**config.mk**
```make
export PLATFORM = sky130hd
export DESIGN_NAME = footsies_input_conditioner
export DESIGN_NICKNAME = d
export VERILOG_FILES = /design/src/rtl/footsies_pkg.sv /design/src/rtl/input_debouncer.sv /design/src/rtl/footsies_input_conditioner.sv
export SDC_FILE = /design/constraint.sdc
export NUM_CORES = 1
export LEC_CHECK = 0
export CAP_MARGIN = 20
export CORE_ASPECT_RATIO = 1.25
export CORE_MARGIN = 5
export CORE_UTILIZATION = 57
export CTS_BUF_LIST = sky130_fd_sc_hd__clkbuf_8 sky130_fd_sc_hd__clkbuf_16
export DETAILED_ROUTE_END_ITERATION = 12
export HOLD_SLACK_MARGIN = 0.15
export PLACE_DENSITY = 0.77
export RECOVER_POWER = 100
export SYNTH_ARGS = -nofsm -noshare
export SYNTH_HDL_FRONTEND = slang
export SYNTH_SLANG_ARGS = --single-unit
```
**constraint.sdc**
```tcl
create_clock -name clk -period 4.7 [get_ports clk]
set_input_delay 0.705 -clock clk [delete_from_list [all_inputs] [get_ports clk]]
set_output_delay 0.705 -clock clk [all_outputs]
set_load 0.03 [all_outputs]
```
**src/rtl/footsies_pkg.sv**
```systemverilog
// Shared types and constants for the footsies player input path.
// Also used by the sprite state machine wrapper.
package footsies_pkg;

    localparam int FRAME_CNT_W                = 4;
    localparam int DEFAULT_ATTACK_HOLD_FRAMES = 3;

    typedef struct packed {
        logic left;
        logic right;
        logic attack;
    } player_input_t;

    // SOCD neutral: opposing directions cancel each other out.
    function automatic logic [1:0] resolveSocd(input logic dirLeft, input logic dirRight);
        logic [1:0] resolved;
        resolved[1] = dirLeft & ~dirRight;
        resolved[0] = dirRight & ~dirLeft;
        return resolved;
    endfunction

endpackage

```
**src/rtl/input_debouncer.sv**
```systemverilog
// Two-flop synchroniser followed by a counting debouncer for one raw button.
// A new level is accepted only after it differs from the current one for DEBOUNCE_CYCLES clocks in a row.
module input_debouncer #(
    parameter int DEBOUNCE_CYCLES = 250000
) (
    input  logic clk,
    input  logic reset,
    input  logic raw,
    output logic level
);

    localparam int              CNT_W    = $clog2(DEBOUNCE_CYCLES);
    localparam logic [CNT_W-1:0] CNT_LAST = CNT_W'(DEBOUNCE_CYCLES - 1);

    logic             meta_q;
    logic             sync_q;
    logic             stable_q;
    logic             stable_d;
    logic [CNT_W-1:0] cnt_q;
    logic [CNT_W-1:0] cnt_d;

    always_ff @(posedge clk or negedge reset) begin
        if (!reset) begin
            meta_q <= 1'b0;
            sync_q <= 1'b0;
        end else begin
            meta_q <= raw;
            sync_q <= meta_q;
        end
    end

    // Any sample that agrees with the accepted level restarts the qualification window.
    always_comb begin
        stable_d = stable_q;
        cnt_d    = cnt_q;
        if (sync_q == stable_q) begin
            cnt_d = '0;
        end else if (cnt_q == CNT_LAST) begin
            stable_d = sync_q;
            cnt_d    = '0;
        end else begin
            cnt_d = cnt_q + CNT_W'(1);
        end
    end

    always_ff @(posedge clk or negedge reset) begin
        if (!reset) begin
            stable_q <= 1'b0;
            cnt_q    <= '0;
        end else begin
            stable_q <= stable_d;
            cnt_q    <= cnt_d;
        end
    end

    assign level = stable_q;

endmodule

```
**src/rtl/footsies_input_conditioner.sv**
```systemverilog
// Per-player button front end: debounce, optional mirroring, SOCD neutral resolution
// and a frame-aligned attack window; every output moves only on frame_tick.
module footsies_input_conditioner
    import footsies_pkg::*;
#(
    parameter int DEBOUNCE_CYCLES    = 250000,
    parameter int ATTACK_HOLD_FRAMES = DEFAULT_ATTACK_HOLD_FRAMES
) (
    input  logic clk,
    input  logic reset,
    input  logic frame_tick,
    input  logic mirror,
    input  logic btn_left,
    input  logic btn_right,
    input  logic btn_attack,
    output logic left,
    output logic right,
    output logic attack
);

    localparam logic [FRAME_CNT_W-1:0] HOLD_LOAD = FRAME_CNT_W'(ATTACK_HOLD_FRAMES);

    logic stableLeft;
    logic stableRight;
    logic stableAtk;

    input_debouncer #(.DEBOUNCE_CYCLES(DEBOUNCE_CYCLES)) u_debLeft (
        .clk   (clk),
        .reset (reset),
        .raw   (btn_left),
        .level (stableLeft)
    );

    input_debouncer #(.DEBOUNCE_CYCLES(DEBOUNCE_CYCLES)) u_debRight (
        .clk   (clk),
        .reset (reset),
        .raw   (btn_right),
        .level (stableRight)
    );

    input_debouncer #(.DEBOUNCE_CYCLES(DEBOUNCE_CYCLES)) u_debAttack (
        .clk   (clk),
        .reset (reset),
        .raw   (btn_attack),
        .level (stableAtk)
    );

    logic                   left_q;
    logic                   left_d;
    logic                   right_q;
    logic                   right_d;
    logic                   stableAtk_q;
    logic                   pending_q;
    logic                   pending_d;
    logic [FRAME_CNT_W-1:0] holdCnt_q;
    logic [FRAME_CNT_W-1:0] holdCnt_d;
    logic                   dirLeft;
    logic                   dirRight;
    logic [1:0]             resolvedDir;
    logic                   atkEdge;
    player_input_t          conditioned;

    always_comb begin
        dirLeft     = mirror ? stableRight : stableLeft;
        dirRight    = mirror ? stableLeft  : stableRight;
        resolvedDir = resolveSocd(dirLeft, dirRight);
        atkEdge     = stableAtk & ~stableAtk_q;
    end

    // A press arriving on the tick cycle loads the window directly; otherwise it waits in pending.
    always_comb begin
        left_d    = left_q;
        right_d   = right_q;
        pending_d = pending_q;
        holdCnt_d = holdCnt_q;
        if (frame_tick) begin
            left_d  = resolvedDir[1];
            right_d = resolvedDir[0];
            if (pending_q || atkEdge) begin
                holdCnt_d = HOLD_LOAD;
                pending_d = 1'b0;
            end else if (holdCnt_q != '0) begin
                holdCnt_d = holdCnt_q - FRAME_CNT_W'(1);
            end
        end else if (atkEdge) begin
            pending_d = 1'b1;
        end
    end

    always_ff @(posedge clk or negedge reset) begin
        if (!reset) begin
            left_q      <= 1'b0;
            right_q     <= 1'b0;
            stableAtk_q <= 1'b0;
            pending_q   <= 1'b0;
            holdCnt_q   <= '0;
        end else begin
            left_q      <= left_d;
            right_q     <= right_d;
            stableAtk_q <= stableAtk;
            pending_q   <= pending_d;
            holdCnt_q   <= holdCnt_d;
        end
    end

    always_comb begin
        conditioned.left   = left_q;
        conditioned.right  = right_q;
        conditioned.attack = (holdCnt_q != '0);
    end

    assign left   = conditioned.left;
    assign right  = conditioned.right;
    assign attack = conditioned.attack;

endmodule

```
After elaboration in Yosys (flattened, before gate mapping) --
Cells that the tools add are included.
Cells by class: eq/ne operators 7, reductions and logical operators 9, bitwise logic cells 9, multiplexer cells 13, add/subtract/negate cells 4
Operators with widths (count):
- 18-bit two-way mux | 6
- 18-bit by 1-bit adder with 18-bit output, second input constant | 3
- 18-bit equality test, second input constant | 3
- 2-bit AND reduction | 5
- 4-bit two-way mux | 2
- 1-bit inverter | 6
- 1-bit two-way mux | 5
- 2-bit nonzero test | 2
- 4-bit nonzero test | 1
- 4-bit by 1-bit subtractor with 4-bit output, second input constant | 1
- 1-bit bitwise AND | 3
- 1-bit equality test | 3
- 2-bit by 1-bit != test with 1-bit output, second input constant | 1
- 1-bit logical OR | 1
Word-level totals: register bits after elaboration 71

Longest topological paths before layout --
Gate-level depths: netlist of the first run.
word-level depth 5, depth in mapped cells 7, gate-level depth less buffers 7

Cells and area by module --
Synthesis of the first run repeated with hierarchy kept, for this count alone.
Unflattened totals: cell total of the unflattened synthesis 335, area total of the unflattened synthesis 3538.4 µm²
Modules (own cells, without submodules):
- input_debouncer | cells an instance 99, instances 3, seq. area each 525.5 µm², area an instance 1029.7 µm²
- footsies_input_conditioner | cells an instance 38, instances 1, seq. area each 200.2 µm², area an instance 449.2 µm²

Worst setup path before layout of the first run --
Ideal clock, no wire load.
kind reg2out, start reg holdCnt_q[0], end out attack, stages on the path, launching flop included 5, buffers on the path 0, setup slack 2.917 ns, arrival 1.078 ns, required time 3.995 ns, cell sequence dfrtp_1 -> inv_1 -> ha_1 -> nor3b_1 -> inv_1
Between the ends: longest elaborated chain between the ends 1
RTL lines:
- start: declaration | RTL line footsies_input_conditioner.sv:55 | logic [FRAME_CNT_W-1:0] holdCnt_q;
- start signal: assignment | RTL line footsies_input_conditioner.sv:102 | holdCnt_q <= holdCnt_d;
- 4-bit nonzero test | RTL line footsies_input_conditioner.sv:109 | conditioned.attack = (holdCnt_q != '0);
- end: declaration | RTL line footsies_input_conditioner.sv:18 | output logic attack
No other way between the ends.

Final worst setup path of the first run --
start reg u_debRight.cnt_q[0], end reg u_debRight.cnt_q[14]
Between the ends: longest elaborated chain between the ends 3, elaborated cells between the ends (all ways) 4, classes of those cells add/sub: 1; eq/ne: 1; mux: 2
RTL lines:
- start: declaration | RTL line input_debouncer.sv:19 | logic [CNT_W-1:0] cnt_q;
- start signal: assignment | RTL line input_debouncer.sv:52 | cnt_q <= cnt_d;
- 18-bit by 1-bit adder with 18-bit output or 18-bit equality test (tied branches) | RTL line input_debouncer.sv:42, input_debouncer.sv:38
- 18-bit two-way mux (*) | RTL line input_debouncer.sv:38 | end else if (cnt_q == CNT_LAST) begin
- 18-bit two-way mux (*) | RTL line input_debouncer.sv:36 | if (sync_q == stable_q) begin
- via u_debRight.cnt_d[14] | RTL line input_debouncer.sv:20 | logic [CNT_W-1:0] cnt_d;
Mark *: on every way through the listed nets, which the timed path passes. The rest lies on a longest branch. A chain may end at the register's enable or synchronous reset.

==> results of run 1 <==
## report_power, final
group / switching [uW] / internal [uW]
Clock: 222 / 256
Combinational: 62.9 / 41.8
Sequential: 20.4 / 637
Total: 305 / 935
## cells in the final DEF, fill, tap and decap left out, types with 11 or more instances in the layout
cell type   n
inv_1      15
nor2_1     64
dfrtp_1    71
nand2_1    13
a21oi_1    12
nor4_1     11
nor3_1     12
nand3_1    17
nand4_1    18
xnor2_1    31
## flip-flops by register name, summed over array words and instances, names as in the netlist, 4 cells and up
name               count
u_debRight.cnt_q      18
u_debLeft.cnt_q       18
u_debAttack.cnt_q     18
holdCnt_q              4
## layer usage
layer | vias to the layer above | global-route usage | wire length, um
li1 | 1232 | - | -
met1 | 1212 | 0.215 | 2660
met2 | 43 | 0.296 | 2970
met3 | 9 | 0.0455 | 209
met4 | 0 | 0.0903 | 116
met5 | - | 0 | 0
## path summary, 6_finish.rpt
kind,slack [ps],to,cells after the start
max,1380,u_debRight.cnt_q[14],4
min,350,u_debLeft.sync_q,0
max reg2reg,1380,u_debRight.cnt_q[14],4
min reg2reg,350,u_debLeft.sync_q,0
max in group asynchronous,2610,u_debAttack.cnt_q[7],2
min in group asynchronous,800,u_debRight.cnt_q[15],1
## final cells by class
cell class | instances | area [sq um] | area share
multi-input combinational | 249 | 1530 | 0.408
clock inverter | 6 | 60.1 | 0.0161
tap | 66 | 82.6 | 0.0221
clock buffer | 10 | 138 | 0.0368
sequential | 71 | 1780 | 0.475
inverter | 15 | 56.3 | 0.0151
timing repair buffer | 12 | 98.8 | 0.0264
## cell families (layout without fill, tap and decap cells)
group           count (synthesis)  after routing  synth area share
xor+xnor                       41             41             0.105
mux                             4              4            0.0128
buf+inv                        21             43            0.0249
fa+ha+maj                       5              5            0.0183
simple gates                  167            167             0.255
compound gates                 32             32            0.0627
flops                          71             71             0.521
## metrics by stage
step	cell area, sq um	power, uW
after floorplan	3410	736
after global placement	3560	771
after detailed placement	3580	779
after CTS	3780	1260
after global routing	3740	1300
final	3740	1240
==> flow_summary.toml, run 1 <==
[place]
detailedPlace.worstSlack_ps = 2290
io_buffers = 9
dp.cells = 413
place.gp.congestion = 0.822
hpwl_um = 4170

[routing]
drc = 0
drtAntennaViolNets = 0
wl_per_cell_um = 13.9
dr.pass1.iters = 4
via_per_inst = 5.82
vias = 2496
wl_um = 5960
drtIter0Drc = 127

[layout]
final.fill_count = 447
n_antenna_cell = 0
layout-drive-gt1-share = 0.0744
stdcell_count = 429
final_util = 0.643
areaGrowthSynthToFinish_pct = 9.57
nets = 370

[synth]
synth_cells = 341
synth_fp_nets = 353
yosysTopAreaCellShare = 0.521
synthTopCellsByArea = "dfrtp_1, xnor2_1, nor2_1"
ys_async_sr_fraction = 1.00
netlist_area_sq_mm = 0.00341
yosysTopAreaCell = "dfrtp_1"
seq_area_frac_synth = 0.521
synth.most_common_cell = "dfrtp_1"
synth_seq_cells = 71
ys_warn_count = 0
synth_ff_type = "dfrtp_1"
synth_common_cells = "dfrtp_1, nor2_1, xnor2_1"
syn_avg_cell_area_sq_um = 10.0
synth_cell_types = 42
synth-edff-count = 0

[cts]
clock-sinks = 71
cts_tree = "yes"
post-cts-setup-buffer-count = 0
cts_hold_buf = 0
cts_max_path_buffers = 2
post_cts_resized = 0
insertion_delay_ps = 340
cts_made_buffers = 9
h-tree-depth = 3
clkTransAtPathRegs_ps = 70
cts-root-buf = "clkbuf_8"

[floorplanning]
die_y_um = 96.5
die-area_sq_mm = 0.00765
core_area_sq_mm = 0.00582
io_pins = 10
die_w_um = 79.2
rows = 31
start_util = 0.587

[critical_path]
crit_path_cell_trace = "ha_1 > nand3_1 > o41ai_1 > nor2_1"
worstPathRequired_ps = 4810
r2r_start = "u_debRight.cnt_q[0]"
critPathBufInv = 0
cp_max_fo = 18
end_kind = "register"
crit_family = "compound AO/OA/AOI/OAI gates"
arrival_ps = 3430
slowest_stage = "o41ai_1"
crit_start = "u_debRight.cnt_q[0]"
max_stage_delay_ps = 2130
critPathLaunchType = "register"
criticalPathCategory = "reg2reg"

[grt]
overflow = 0
grt_max_degree = 40
grt_usage = 0.178
grt_pass1_vias = 2503
antenna_found_initial = 0
grt_pass1_wl_um = 10600

[sta]
slew_violations = 53
setup_viol = 0
timing.final.crit_share = 0.706
final_hold_viol_count = 0
setup_ws_ps = 1380
min_period_ps = 3320
finalClockSkew_ps = 7.01
tns_ps = 0
worst_pin_slew_ps = 2590
fmax_ghz = 0.301
hold_ws_ps = 354
rsz0062_at_grt = "false"
slew-limit-headroom = -0.749

[flow_run]
max_cap_viol_count = 2

[worst_hold_path]
hp-class = "reg2reg"
min-delay-start = "u_debLeft.meta_q"

[pwr]
leakagePower_uw = 0.00152
peakVddDrop_uv = 193
power.density_mw_per_mm2 = 332

[outcome]
violations = "max-capacitance violations, max-slew violations"
status = "complete, but fails checks"
Note: power is estimated with default switching activity, not from simulation.
==> run 2, diff against run 1 <==
==> constraint.sdc (replaced) <==
create_clock -name clk -period 3.21 [get_ports clk]
set_input_delay 0.4815 -clock clk [delete_from_list [all_inputs] [get_ports clk]]
set_output_delay 0.4815 -clock clk [all_outputs]
set_load 0.03 [all_outputs]
==> run 2 against run 1 <==
  * The run still ends with max-capacitance violations, max-slew violations left
  * Via count rose by 1.2%
  * Die area unchanged
  * Cell count is 0.23% lower
  * Flip-flop and latch count did not move
  * Clock skew decreased by 1.2 ps
  * Critical path type is now reg2out
  * Critical endpoint is now attack
  * Highest routed layer unchanged
==> flow_summary.toml, run 2 (same netlist as run 1, synthesis figures left out) <==
[place]
hpwl_um = 4280
place.gp.congestion = 0.801
io_buffers = 9

[critical_path]
critPathBufInv = 3
critPathLaunchType = "register"
crit_path_cell_trace = "inv_1 > ha_1 > nor3b_1 > inv_1 > dlygate4sd3_1"
cp_max_fo = 3
end_kind = "output port"
worstPathRequired_ps = 2730
crit_family = "buffers and inverters"
arrival_ps = 2160
max_stage_delay_ps = 700
criticalPathCategory = "reg2out"
critical_path.most_common_cell = "inv_1"
slowest_stage = "dlygate4sd3_1"

[layout]
nets = 370
top_regs = "u_debAttack.cnt_q (18), u_debLeft.cnt_q (18), u_debRight.cnt_q (18)"
final_common_cell = "dfrtp_1"
regArea_sq_mm = 0.00178
layout-drive-gt1-share = 0.0635
multi_input_area_sq_mm = 0.00154
most-common-layout-cells = "dfrtp_1, nor2_1, xnor2_1"
final_util = 0.637
n_antenna_cell = 0
areaGrowthSynthToFinish_pct = 8.54
final.fill_count = 472

[grt]
grt_usage = 0.182
grtUsageMet2 = 0.311
grt_pass1_vias = 2469
use_met3 = 0.0631
antenna_found_initial = 0
top_usage_layer = "met2"
grt_max_degree = 37
overflow = 0
grt_pass1_wl_um = 10800
use_met1 = 0.210

[cts]
post-cts-setup-buffer-count = 0
cts_tree = "yes"
cts_max_path_buffers = 2
clock-sinks = 71
h-tree-depth = 3
cts_made_buffers = 9
clkTransAtPathRegs_ps = 70
cts-root-buf = "clkbuf_8"
post_cts_resized = 0
insertion_delay_ps = 340
cts_hold_buf = 0

[sta]
rsz0062_at_grt = "false"
final_hold_viol_count = 0
slew-limit-headroom = -0.252
tns_ps = 0
timing.final.crit_share = 0.824
min_period_ps = 2650
fmax_ghz = 0.378
slew_violations = 56
finalClockSkew_ps = 5.81
worst_pin_slew_ps = 1880
setup_viol = 0

[floorplanning]
die-area_sq_mm = 0.00765
rows = 31
die_w_um = 79.2
io_pins = 10
core_area_sq_mm = 0.00582
start_util = 0.587
die_y_um = 96.5

[routing]
wl_um = 6140
drtAntennaViolNets = 0
dr.pass1.iters = 4
via_per_inst = 5.90
wl_per_cell_um = 14.4
drtIter0Drc = 97
drc = 0
vias = 2525

[outcome]
violations = "max-capacitance violations, max-slew violations"
status = "complete, but fails checks"

[pwr]
power.density_mw_per_mm2 = 461
p_seq_frac = 0.566
swShare = 0.251
combPwrFrac = 0.090
peakVddDrop_uv = 233
leakagePower_uw = 0.00152
switching_power_uw = 430
clkPwrFrac = 0.345
intPower_uw = 1280

[flow_run]
max_cap_viol_count = 2

[worst_hold_path]
hp-class = "reg2reg"
run 2: power by group through the flow:
| stage | Combinational [uW] | Clock (uW) | Sequential (uW) |
|---|---|---|---|
| 6_report | 153 | 589 | 966 |
| 5_1_grt | 175 | 648 | 970 |
| 4_1_cts | 165 | 604 | 966 |
| 3_5_place_dp | 164 | 0 | 982 |
| 3_3_place_gp | 154 | 0 | 978 |
| 2_1_floorplan | 101 | 0 | 976 |
run 2: layout make-up:
type	count	share of cell area
clock buffers	10	0.0371
clock inverters	5	0.00540
inverters	15	0.0152
multi-input cells	249	0.414
flip-flops and latches	71	0.480
well taps	66	0.0223
repair buffers	12	0.0260
run 2: worst paths after layout:
kind / start / endpoint / slack [ps] / cells past startpoint
setup reg to reg: u_debRight.cnt_q[10] / u_debRight.cnt_q[9] / 690 / 4
max in group asynchronous: reset / u_debAttack.cnt_q[5] / 870 / 2
hold / removal: u_debLeft.meta_q / u_debLeft.sync_q / 350 / 0
hold reg to reg: u_debLeft.meta_q / u_debLeft.sync_q / 350 / 0
min in group asynchronous: reset / u_debLeft.cnt_q[16] / 640 / 1
setup / recovery: holdCnt_q[0] / attack / 560 / 5
run 2: routing by layer:
metal | vias up | part of all wire
met5 | - | 0
met4 | 0 | 0.018
met3 | 12 | 0.048
met2 | 57 | 0.49
met1 | 1223 | 0.44
li1 | 1233 | -
run 2: stage by stage:
stage	cell area, sq um	instances	power, uW	hold slack (ps)	setup WS (ps)
floorplan	3410	341	1080	186	1480
global placement	3590	413	1130	334	1160
global route	3700	428	1790	359	281
CTS	3740	428	1730	252	653
finish	3700	428	1710	352	564
detailed placement	3590	413	1150	338	1030
==> run 3, diff against run 2 <==
==> constraint.sdc (replaced) <==
create_clock -name clk -period 2.8 [get_ports clk]
set_input_delay 0.42 -clock clk [delete_from_list [all_inputs] [get_ports clk]]
set_output_delay 0.42 -clock clk [all_outputs]
set_load 0.03 [all_outputs]
==> run 3 against run 2 <==
  * The flow now finishes without violations
  * Clock power increased by 33%
  * Utilization up 1.2 points
  * Final area grew 1.9%
  * First-iteration DRC count is 43% higher
  * Hold slack worse by 0.74 ps
  * Sequential share of layout area is 0.87 points lower
  * Wire length is 4.8% lower
  * Combinational power up 16%
  * Clock skew increased by 1.1 ps
  * Non-clock buffer count increased by 3
  * Cell count is 0.93% higher
==> flow_summary.toml, run 3 (same netlist as run 1, synthesis figures left out) <==
[outcome]
status = "finished clean"

[floorplanning]
rows = 31
start_util = 0.587
die-area_sq_mm = 0.00765
core_area_sq_mm = 0.00582
io_pins = 10
die_w_um = 79.2
die_y_um = 96.5

[critical_path]
path_depth = 5
criticalPathCategory = "reg2out"
critical_path.most_common_cell = "inv_1"
slowest_stage = "dlygate4sd3_1"
ff2ff_setup_slack_ps = 660
critPathBufInv = 3
end_kind = "output port"
worst_r2r_endpoint = "u_debRight.cnt_q[11]"
crit_path_cell_trace = "inv_1 > ha_1 > nor3b_1 > inv_1 > dlygate4sd3_1"
worstPathRequired_ps = 2380
cp_max_fo = 3
rr_worst_depth = 5
r2r_start = "u_debRight.cnt_q[10]"
arrival_ps = 2090
max_stage_delay_ps = 700
critPathLaunchType = "register"
crit_family = "buffers and inverters"

[sta]
timing.final.crit_share = 0.897
setup_viol = 0
rsz0062_at_grt = "false"
fmax_ghz = 0.398
setup_ws_ps = 289
slew-limit-headroom = 0.387
final_hold_viol_count = 0
worst_pin_slew_ps = 920
finalClockSkew_ps = 6.92
tns_ps = 0
slew_violations = 0
min_period_ps = 2510

[grt]
grt_pass1_wl_um = 10300
grt_usage = 0.169
antenna_found_initial = 0
use_met3 = 0.0334
top_usage_layer = "met2"
grt_max_degree = 56
grtUsageMet2 = 0.283
overflow = 0
use_met1 = 0.206
grt_pass1_vias = 2473

[cts]
insertion_delay_ps = 340
h-tree-depth = 3
cts-root-buf = "clkbuf_8"
cts_hold_buf = 1
clkTransAtPathRegs_ps = 70
post_cts_resized = 0
cts_max_path_buffers = 2
clock-sinks = 71
cts_tree = "yes"
post-cts-setup-buffer-count = 0
cts_made_buffers = 9

[routing]
dr.pass1.iters = 4
wl_per_cell_um = 13.5
via_per_inst = 5.74
drtAntennaViolNets = 0
vias = 2480
drtIter0Drc = 139
wl_um = 5850
drc = 0

[layout]
nets = 373
layout-drive-gt1-share = 0.0738
areaGrowthSynthToFinish_pct = 10.6
top_regs = "u_debAttack.cnt_q (18), u_debLeft.cnt_q (18), u_debRight.cnt_q (18)"
n_antenna_cell = 0
final_util = 0.649
most-common-layout-cells = "dfrtp_1, nor2_1, xnor2_1"
final_common_cell = "dfrtp_1"
design_area_sq_mm = 0.00377

[place]
postPlaceCellArea_sq_mm = 0.00360
detailedPlace.worstSlack_ps = 736
place.gp.congestion = 0.827
hpwl_um = 3980
io_buffers = 9

[flow_run]
max_cap_viol_count = 0

[worst_hold_path]
hold_path_depth = 0
min_to = "u_debLeft.sync_q"
min-delay-start = "u_debLeft.meta_q"
hp-class = "reg2reg"

[pwr]
power.density_mw_per_mm2 = 548
peakVddDrop_uv = 304
leakagePower_uw = 0.00156
## run 3: cell types whose count changed in the layout (fill, tap and decap cells not counted)
cell           previous run  this run
clkinv_2                  1         3
o41ai_4                   0         1
clkbuf_4                  0         1
dlygate4sd3_1             7         8
bufinv_16                 0         1
o41ai_2                   1         0
clkbuf_2                  1         0
o31ai_1                   3         2
o31ai_2                   0         1
inv_1                    19        17
clkbuf_1                  3         5
## run 3: power by group
group / switching, uW / internal (uW) / total, uW
combinational: 105 / 72.1 / 177
sequential: 33.8 / 1070 / 1100
clock: 361 / 425 / 786
## run 3: worst max-delay path by stage
stage                             start                    to  slack [ps]
floorplan           u_debRight.cnt_q[0]  u_debRight.cnt_q[16]        1070
CTS                        holdCnt_q[0]                attack         370
finish                     holdCnt_q[0]                attack         290
global route               holdCnt_q[0]                attack         130
global placement           holdCnt_q[0]                attack         790
detailed placement         holdCnt_q[0]                attack         740
## run 3: per-stage QoR
stage	hold slack, ps	power (uW)	cells
after floorplan	124	1240	341
after global placement	334	1300	415
after detailed placement	338	1310	415
after CTS	354	2100	432
after global routing	359	2160	432
final	351	2070	432
## run 3: layout make-up
| type | count | area, sq um |
|---|---|---|
| clock buffers | 10 | 138 |
| fillers | 479 | 2040 |
| inverters | 15 | 56.3 |
| clock inverters | 6 | 52.6 |
| well taps | 66 | 82.6 |
| flip-flops and latches | 71 | 1780 |
| multi-input cells | 249 | 1550 |
| repair buffers | 15 | 116 |
## run 3: layer usage
metal	vias to the layer above	wire [um]
li1	1234	-
met1	1194	2750
met2	39	2790
met3	13	166
met4	0	144
met5	-	0
